==> src/rtl/cpu_alu_pipe.sv <==
// cpu_alu_pipe: two-stage pipelined execute unit (register file + ALU).
//
// Instructions enter through a valid/ready handshake. Operands are resolved at
// acceptance with full forwarding from S1 (live ALU result) and S2 (registered
// result), so dependent instructions may issue back to back. S2 drives the
// out_* interface directly and retiring instructions write back into the
// register file. Register 0 always reads as zero.
//
// Optional feature: define ALU_FLAGS_EN to add out_flags {N,Z,C,V}, registered
// in S2 alongside out_result.
//
// Ports:
//   clk, rst_n          clock (rising edge), asynchronous active-low reset
//   in_valid/in_ready   instruction handshake
//   in_opcode           ADD, SUB, AND, OR, XOR, SLL, SRL, LDI
//   in_rs1/in_rs2/in_rd source and destination register indices
//   in_imm, in_we       immediate (LDI only), write-back enable
//   out_valid/out_ready result handshake
//   out_result/out_rd/out_we  retiring result, destination, write enable
//   out_flags           {N,Z,C,V} (only with ALU_FLAGS_EN)
module cpu_alu_pipe #(
    parameter int WIDTH    = 32,
    parameter int NUM_REGS = 16,
    localparam int RIDX_W  = $clog2(NUM_REGS)
) (
    input  logic              clk,
    input  logic              rst_n,
    input  logic              in_valid,
    output logic              in_ready,
    input  logic [2:0]        in_opcode,
    input  logic [RIDX_W-1:0] in_rs1,
    input  logic [RIDX_W-1:0] in_rs2,
    input  logic [RIDX_W-1:0] in_rd,
    input  logic [WIDTH-1:0]  in_imm,
    input  logic              in_we,
    output logic              out_valid,
    input  logic              out_ready,
    output logic [WIDTH-1:0]  out_result,
    output logic [RIDX_W-1:0] out_rd,
`ifdef ALU_FLAGS_EN
    output logic [3:0]        out_flags,
`endif
    output logic              out_we
);

    localparam int SHW = $clog2(WIDTH);

    localparam logic [2:0] OP_ADD = 3'b000;
    localparam logic [2:0] OP_SUB = 3'b001;
    localparam logic [2:0] OP_AND = 3'b010;
    localparam logic [2:0] OP_OR  = 3'b011;
    localparam logic [2:0] OP_XOR = 3'b100;
    localparam logic [2:0] OP_SLL = 3'b101;
    localparam logic [2:0] OP_SRL = 3'b110;
    localparam logic [2:0] OP_LDI = 3'b111;

    // Stage 1 state
    logic              s1_valid;
    logic [2:0]        s1_op;
    logic [RIDX_W-1:0] s1_rd;
    logic              s1_we;
    logic [WIDTH-1:0]  s1_imm;
    logic [WIDTH-1:0]  s1_a;
    logic [WIDTH-1:0]  s1_b;
    logic [WIDTH-1:0]  s1_result;

    logic [WIDTH-1:0]  regs [NUM_REGS];

    logic              in_fire;
    logic              s1_adv;
    logic              wb_en;
    logic [RIDX_W-1:0] src [2];
    logic [WIDTH-1:0]  opnd [2];

    // in_ready depends only on pipeline state, never on in_valid.
    assign s1_adv   = s1_valid && (!out_valid || out_ready);
    assign in_ready = !s1_valid || !out_valid || out_ready;
    assign in_fire  = in_valid && in_ready;
    assign wb_en    = out_valid && out_ready && out_we && (out_rd != '0);

    // Operand resolution; S1 is younger than S2, so it wins.
    assign src[0] = in_rs1;
    assign src[1] = in_rs2;

    always_comb begin
        for (int i = 0; i < 2; i++) begin
            opnd[i] = regs[src[i]];
            if (src[i] == '0) begin
                opnd[i] = '0;
            end else if (s1_valid && s1_we && (s1_rd == src[i])) begin
                opnd[i] = s1_result;
            end else if (out_valid && out_we && (out_rd == src[i])) begin
                opnd[i] = out_result;
            end
        end
    end

    always_comb begin
        s1_result = '0;
        case (s1_op)
            OP_ADD:  s1_result = s1_a + s1_b;
            OP_SUB:  s1_result = s1_a - s1_b;
            OP_AND:  s1_result = s1_a & s1_b;
            OP_OR:   s1_result = s1_a | s1_b;
            OP_XOR:  s1_result = s1_a ^ s1_b;
            OP_SLL:  s1_result = s1_a << s1_b[SHW-1:0];
            OP_SRL:  s1_result = s1_a >> s1_b[SHW-1:0];
            OP_LDI:  s1_result = s1_imm;
            default: s1_result = '0;
        endcase
    end

`ifdef ALU_FLAGS_EN
    logic [3:0] s1_flags;

    always_comb begin
        s1_flags    = 4'b0000;
        s1_flags[3] = s1_result[WIDTH-1];
        s1_flags[2] = (s1_result == '0);
        if (s1_op == OP_ADD) begin
            // A wrapped sum is smaller than either addend exactly when it carried.
            s1_flags[1] = (s1_result < s1_a);
            s1_flags[0] = (s1_a[WIDTH-1] == s1_b[WIDTH-1]) &&
                          (s1_result[WIDTH-1] != s1_a[WIDTH-1]);
        end else if (s1_op == OP_SUB) begin
            s1_flags[1] = (s1_a >= s1_b);
            s1_flags[0] = (s1_a[WIDTH-1] != s1_b[WIDTH-1]) &&
                          (s1_result[WIDTH-1] != s1_a[WIDTH-1]);
        end
    end

    always_ff @(posedge clk or negedge rst_n) begin
        if (!rst_n) begin
            out_flags <= 4'b0000;
        end else if (s1_adv) begin
            out_flags <= s1_flags;
        end
    end
`endif

    always_ff @(posedge clk or negedge rst_n) begin
        if (!rst_n) begin
            s1_valid <= 1'b0;
            s1_op    <= 3'b000;
            s1_rd    <= '0;
            s1_we    <= 1'b0;
            s1_imm   <= '0;
            s1_a     <= '0;
            s1_b     <= '0;
        end else if (in_fire) begin
            s1_valid <= 1'b1;
            s1_op    <= in_opcode;
            s1_rd    <= in_rd;
            s1_we    <= in_we;
            s1_imm   <= in_imm;
            s1_a     <= opnd[0];
            s1_b     <= opnd[1];
        end else if (s1_adv) begin
            s1_valid <= 1'b0;
        end
    end

    always_ff @(posedge clk or negedge rst_n) begin
        if (!rst_n) begin
            out_valid  <= 1'b0;
            out_result <= '0;
            out_rd     <= '0;
            out_we     <= 1'b0;
        end else if (s1_adv) begin
            out_valid  <= 1'b1;
            out_result <= s1_result;
            out_rd     <= s1_rd;
            out_we     <= s1_we;
        end else if (out_ready) begin
            out_valid  <= 1'b0;
        end
    end

    always_ff @(posedge clk or negedge rst_n) begin
        if (!rst_n) begin
            for (int i = 0; i < NUM_REGS; i++) begin
                regs[i] <= '0;
            end
        end else if (wb_en) begin
            regs[out_rd] <= out_result;
        end
    end

endmodule
==> config.mk <==
export PLATFORM = sky130hd
export DESIGN_NAME = cpu_alu_pipe
export DESIGN_NICKNAME = d
export VERILOG_FILES = /design/src/rtl/cpu_alu_pipe.sv
export SDC_FILE = /design/constraint.sdc
export NUM_CORES = 2
export LEC_CHECK = 0
export ABC_AREA = 1
export BUFFER_PORTS_ARGS = -buffer_cell sky130_fd_sc_hd__buf_2
export CORE_ASPECT_RATIO = 1.2
export CORE_UTILIZATION = 35
export CTS_CLUSTER_SIZE = 12
export DETAILED_ROUTE_END_ITERATION = 7
export GPL_TIMING_DRIVEN = 0
export SYNTH_ARGS = -nofsm -noshare
export SYNTH_HDL_FRONTEND = slang
export SYNTH_SLANG_ARGS = --single-unit
==> constraint.sdc <==
create_clock -name clk -period 3.67 [get_ports clk]
set_clock_uncertainty 0.05 [all_clocks]
set_input_delay 0.367 -clock clk [delete_from_list [all_inputs] [get_ports clk]]
set_output_delay 0.367 -clock clk [all_outputs]
set_load 0.005 [all_outputs]
* Word level (Yosys, flattened, before mapping)
Index checks and enable logic that the tools add are counted.
Word-level totals: logic and storage cells 95, bits in registers 655
Cells by class: muxes and demuxes 20, reductions and logical operators 23, equal/unequal tests 11, bitwise logic cells 6, add/subtract/negate cells 2, magnitude comparators 4, shift operators 2
Operators by type and width (number):
- $bwmux 512 | 1
- $mux 32 | 11
- $bmux 32 s4 | 2
- $pmux 32 s8 | 1
- $demux 32 s4 | 1
- $add 32x32->32 | 1
- $and 32x32->32 | 1
- $or 32x32->32 | 1
- $shl 32x5->32 | 1
- $shr 32x5->32 | 1
- $sub 32x32->32 | 1
- $xor 32x32->32 | 1
- $eq 4x4->1 | 4
- $ge 5x5->1 const B | 3
- $not 4->5 | 3
- $eq 3x3->1 const B | 4
- $logic_and 1x1->1 | 12
- $logic_not 4->1 | 2
- $eq 3x2->1 const B | 2
- $lt 5x1->1 const B | 1
- $mux 1 | 4
- $reduce_bool 2->1 | 2
- $reduce_bool 4->1 | 1
- $eq 3x1->1 const B | 1
- 3 further kinds | 6

* Logic depth before layout (Yosys ltp)
word-level depth 7, gate-level depth with buffers 27, mapped depth without buffers 26

* Least setup slack after synthesis
OpenSTA, ideal clock, no wires.
path type register to register, start point register s1_b[0], end point register s1_b[27], cell stages (with the launch flop) 25, data arrival time 3246 ps, required time 3503 ps, setup slack 258 ps, path buffers 2, path through dfrtp_1 -> buf_4 -> inv_2 -> buf_4 -> ha_1 -> nand3_1 -> nor2_1 -> nand2_1 -> o21ai_2 -> o21ai_1 -> a21oi_2 -> o21ai_1 -> xor2_1 -> ha_1 -> nand2_1 -> nor2_1 -> inv_1 -> nor3_1 -> nand2_1 -> nand3_1 -> nand3_1 -> nand2_1 -> nand2_1 -> nand2_1 -> nand2_1
On the way: word-level cells in the longest chain between the ends 4, elaborated cells between the ends (all ways) 7, those cells by class 2 x add/sub; 2 x shift; 3 x mux
RTL lines:
- start: declaration | line 64 | logic [WIDTH-1:0] s1_b;
- start signal: assignment | line 157 | s1_b <= opnd[1];
- $sub 32x32->32, or another cell as far along | line 102 | OP_SUB: s1_result = s1_a - s1_b;
- $pmux 32 s8 (*) | line 100 | case (s1_op)
- $mux 32 (*) | line 90 | end else if (s1_valid && s1_we && (s1_rd == src[i])) begin
- $mux 32 (*) | line 88 | if (src[i] == '0) begin
Every way passes the cells marked *; elsewhere a longest branch is shown, timed or not. A chain may end at the register's enable or synchronous reset.

* Worst setup path after layout
start point register s1_b[2], end point register s1_a[14]
On the way: word-level cells in the longest chain between the ends 4, elaborated cells between the ends (all ways) 7, those cells by class 2 x add/sub; 2 x shift; 3 x mux
RTL lines:
- $sub 32x32->32, or another cell as far along | line 102
- $pmux 32 s8 (*) | line 100
- $mux 32 (*) | line 90
- $mux 32 (*) | line 88
- end signal: assignment | line 156 | s1_a <= opnd[0];
- end: declaration | line 63 | logic [WIDTH-1:0] s1_a;
Marked as above.

==> metrics <==
WP data arrival=between 4 and 5 ns; FILL cells=12,800; Syn Nets=6,422; Compound-Gate Fraction of Synth Area=0.178; minimum clock period=3.62 ns; vias in the first global route=between 40,000 and 50,000; final worst slack=0.0498 ns; R2R depth=20; Hold WS=about 0.15 ns; die area=about 0.12 mm²; largest net degree at the start of global routing=between 100 and 150; post-synthesis simple-gate area fraction=0.309; WL met3=25.5 mm; critical setup path kind=reg -> reg; share of layout cells above drive strength 1=0.0848; 1st-iter DRT viols=6,815; commonest non-fill, non-tap cells in the layout=1,898 x nand2_1, 924 x nand3_1, 781 x o21ai_0, 649 x dfrtp_1, 445 x a21oi_1; Via Count=48,600; Yosys reg bits=655; asr flop ratio synth=1.00; Synth Flop Type=dfrtp_1; die extent in y=roughly 380 µm; GRT Overall Usage=0.397; post-route ant nets=0; row cnt=around 140; final hold vios=0; first-pass GRT wire length=345 mm; maxcap violations=0; drt first pass iters=8; clock share of power=0.271; clock sinks=655; half-perimeter wire length after placement=186 mm; cell-internal power=17.3 mW; clk slew on worst S/H paths=0.07 ns; io pins=91; area of the mapped netlist=0.0423 mm²; initial antenna violation count=10; Max Fclk=276 MHz; met2 routed WL=108 mm; Worst Path Required=about 4.2 ns; core footprint=0.120 mm²; H-tree levels=3; Critical Path Max Stage Delay=0.52 ns; Net Sw Frac=0.448; leakage power=roughly 22 nW; Synth cell types=46; grt total ovfl=0; failing checks=design-rule violations; Synth Area per Inst=roughly 6.7 µm²; fin nets=roughly 6,700; Ys Warns=0; Vias/cell=5.97; Clk Latency, worst-skew pair=0.73 ns; R2R Setup Slk=0.05 ns; DRT met1 WL=90.6 mm; GP Congestion=1.03; final setup fails=0; most common cell after layout, fill and taps aside=nand2_1; Critical Path Most Common Cell=nand2_1; Initial Utilization=0.353; Slew @ Worst Pin=1.45 ns; outcome=complete, but fails checks; number of enable flip-flop cells after synthesis=0; CTS tree=done; master of the slowest instance on the critical path=dfrtp_2; fraction of the yosys area taken by sequential cells=0.388; Worst Hold Class=in -> async; reg-to-reg endpoint=s1_a[14]; final cycle utilization of the critical path=0.986; Relative slew margins=0.0302; root buffer cell=clkbuf_16; mux share of post-synthesis cell area=0; WL/cell=30.4 µm; Pwr per Cell Area=641 mW/mm²; Post-Synth XOR/XNOR Area=0.00746; post-synthesis instance total=6,272; Num CTS Buffers=77; Final Slew Violations=0; Sw Pwr=between 10 and 15 mW; worst-path cell chain=nor2_4 > nand2_4 > nor2_4 > nand2_1 > o21ai_0 > xor2_1 > inv_1 > ha_1 > nand2_2 > inv_1 > nand2_1 > nand2_1 > a21oi_1 > nand2_1 > a21oi_1 > o21ai_0 > nand2_1 > nand2_1 > nand2_1 > o21ai_1; Die Width=319 µm; Worst R2R Start=s1_b[2]; largest family of logic cells by synthesized area=simple AND/OR/NAND/NOR gates; Flop pwr share=0.355; clock buffer depth=3; Synth Area in Adders=0.0292; peak supply drop=0.328 mV; CP Launch Type=register; Port-buffer cells=84; Residual DRC=4; CP max FO=6; Worst setup EP type=register; Worst Setup EP=s1_a[14]; Top Layer Used=met5; detailed-route wire length=248 mm; Place WS=-1.05 ns; Critical path origin=s1_b[2]; Layout area overhead=15.6%; Comb pwr share=0.374
power by group through the flow:
stage | logic (mW) | registers [mW] | clock network (mW)
floorplan | 6.58 | 10.1 | 0
global placement | 10.6 | 11.1 | 0
detailed placement | 10.7 | 11.1 | 0
CTS | 11.0 | 11.0 | 8.54
global route | 12.6 | 11.2 | 8.81
finish | 11.7 | 11.1 | 8.50
critical path: cells and delay by family (launching register included):
| family | cells | cell delay (ns) |
|---|---|---|
| AO/OA/AOI/OAI | 5 | 0.73 |
| XOR/XNOR | 1 | 0.21 |
| adder cells (fa/ha/maj) | 1 | 0.34 |
| buffers and inverters | 2 | 0.12 |
| flip-flops | 1 | 0.52 |
| AND/OR/NAND/NOR | 11 | 1.49 |
cell families (layout without fill, tap and decap cells):
| family | after synthesis | count (layout) |
|---|---|---|
| DFF | 655 | 655 |
| AOI/OAI and AO/OA | 1422 | 1422 |
| buffers and inverters | 944 | 1249 |
| and+or+nand+nor | 3117 | 3117 |
| xor gates and xnor gates | 36 | 36 |
| other | 0 | 4 |
| adders and majority gates | 98 | 98 |
final cells by class:
cell class | instances | area (µm²) | share of cell area
sequential | 655 | 16400 | 0.335
buffer | 490 | 2120 | 0.0433
antenna | 4 | 10.0 | 0.000205
inverter | 452 | 1720 | 0.0351
multi-input combinational | 4673 | 22700 | 0.464
tap | 1551 | 1940 | 0.0397
clock buffer | 105 | 2200 | 0.0450
clock inverter | 36 | 518 | 0.0106
timing repair buffer | 166 | 1290 | 0.0263
through the flow:
step	area, µm²	std cells	TNS (ns)	util	total power [mW]
finish	48900	8132	0	0.409	31.3
global route	48900	8129	-0.160	0.409	32.7
CTS	48400	8112	0	0.405	30.6
detailed placement	44800	7913	-48.90	0.375	21.8
global placement	44600	7907	-8117.20	0.373	21.7
floorplan	42300	6272	0	-	16.7
worst min path at each step:
| stage | depth (start not counted) | to |
|---|---|---|
| after detailed placement | 1 | s1_imm[24] |
| final | 2 | s1_a[26] |
| after floorplan | 0 | out_rd[0] |
| after global placement | 1 | regs[488] |
| after CTS | 2 | s1_a[26] |
| after global routing | 2 | s1_a[26] |
state kept, by name, indices dropped and copies added, names as in the netlist, 3 cells and up:
name and cells:
s1_rd 4, s1_op 3, s1_imm 32, out_rd 4, regs 512, s1_a 32
out_result 32, s1_b 32
synthesized netlist by cell type, types with 5 or more instances:
| library cell | instances | area (µm²) |
|---|---|---|
| nand3_1 | 933 | 4670 |
| clkbuf_1 | 297 | 1110 |
| a21oi_1 | 458 | 2290 |
| buf_2 | 130 | 651 |
| ha_1 | 97 | 1210 |
| nor3_1 | 13 | 65.1 |
| inv_2 | 14 | 52.6 |
| o21ai_0 | 788 | 3940 |
| nor2_2 | 5 | 31.3 |
| buf_4 | 14 | 105 |
| o21bai_1 | 6 | 45.0 |
| xor2_1 | 30 | 263 |
| o211ai_1 | 108 | 811 |
| a211oi_1 | 13 | 97.6 |
| nand4_1 | 28 | 175 |
| nor2_1 | 170 | 638 |
| o21ai_1 | 25 | 125 |
| inv_1 | 433 | 1630 |
| buf_1 | 49 | 184 |
| xnor2_1 | 6 | 52.6 |
| nand2_1 | 1952 | 7330 |
| dfrtp_1 | 655 | 16400 |
layer usage:
layer	track usage	vias to the layer above
li1	-	21300
met1	0.467	23200
met2	0.612	3224
met3	0.103	912
met4	0.322	10
met5	0	-
timing repair:
| action | 4_1_cts | 5_1_grt |
|---|---|---|
| endpoints found under the setup margin | 84 | 65 |
| pin swaps | 20 | 38 |
| hold endpoints to repair | 94 | 0 |
| buffers inserted | 15 | 18 |
| gates resized for setup | 102 | 91 |
| hold buffers | 43 | 0 |
Note: power is estimated with default switching activity, not from simulation.
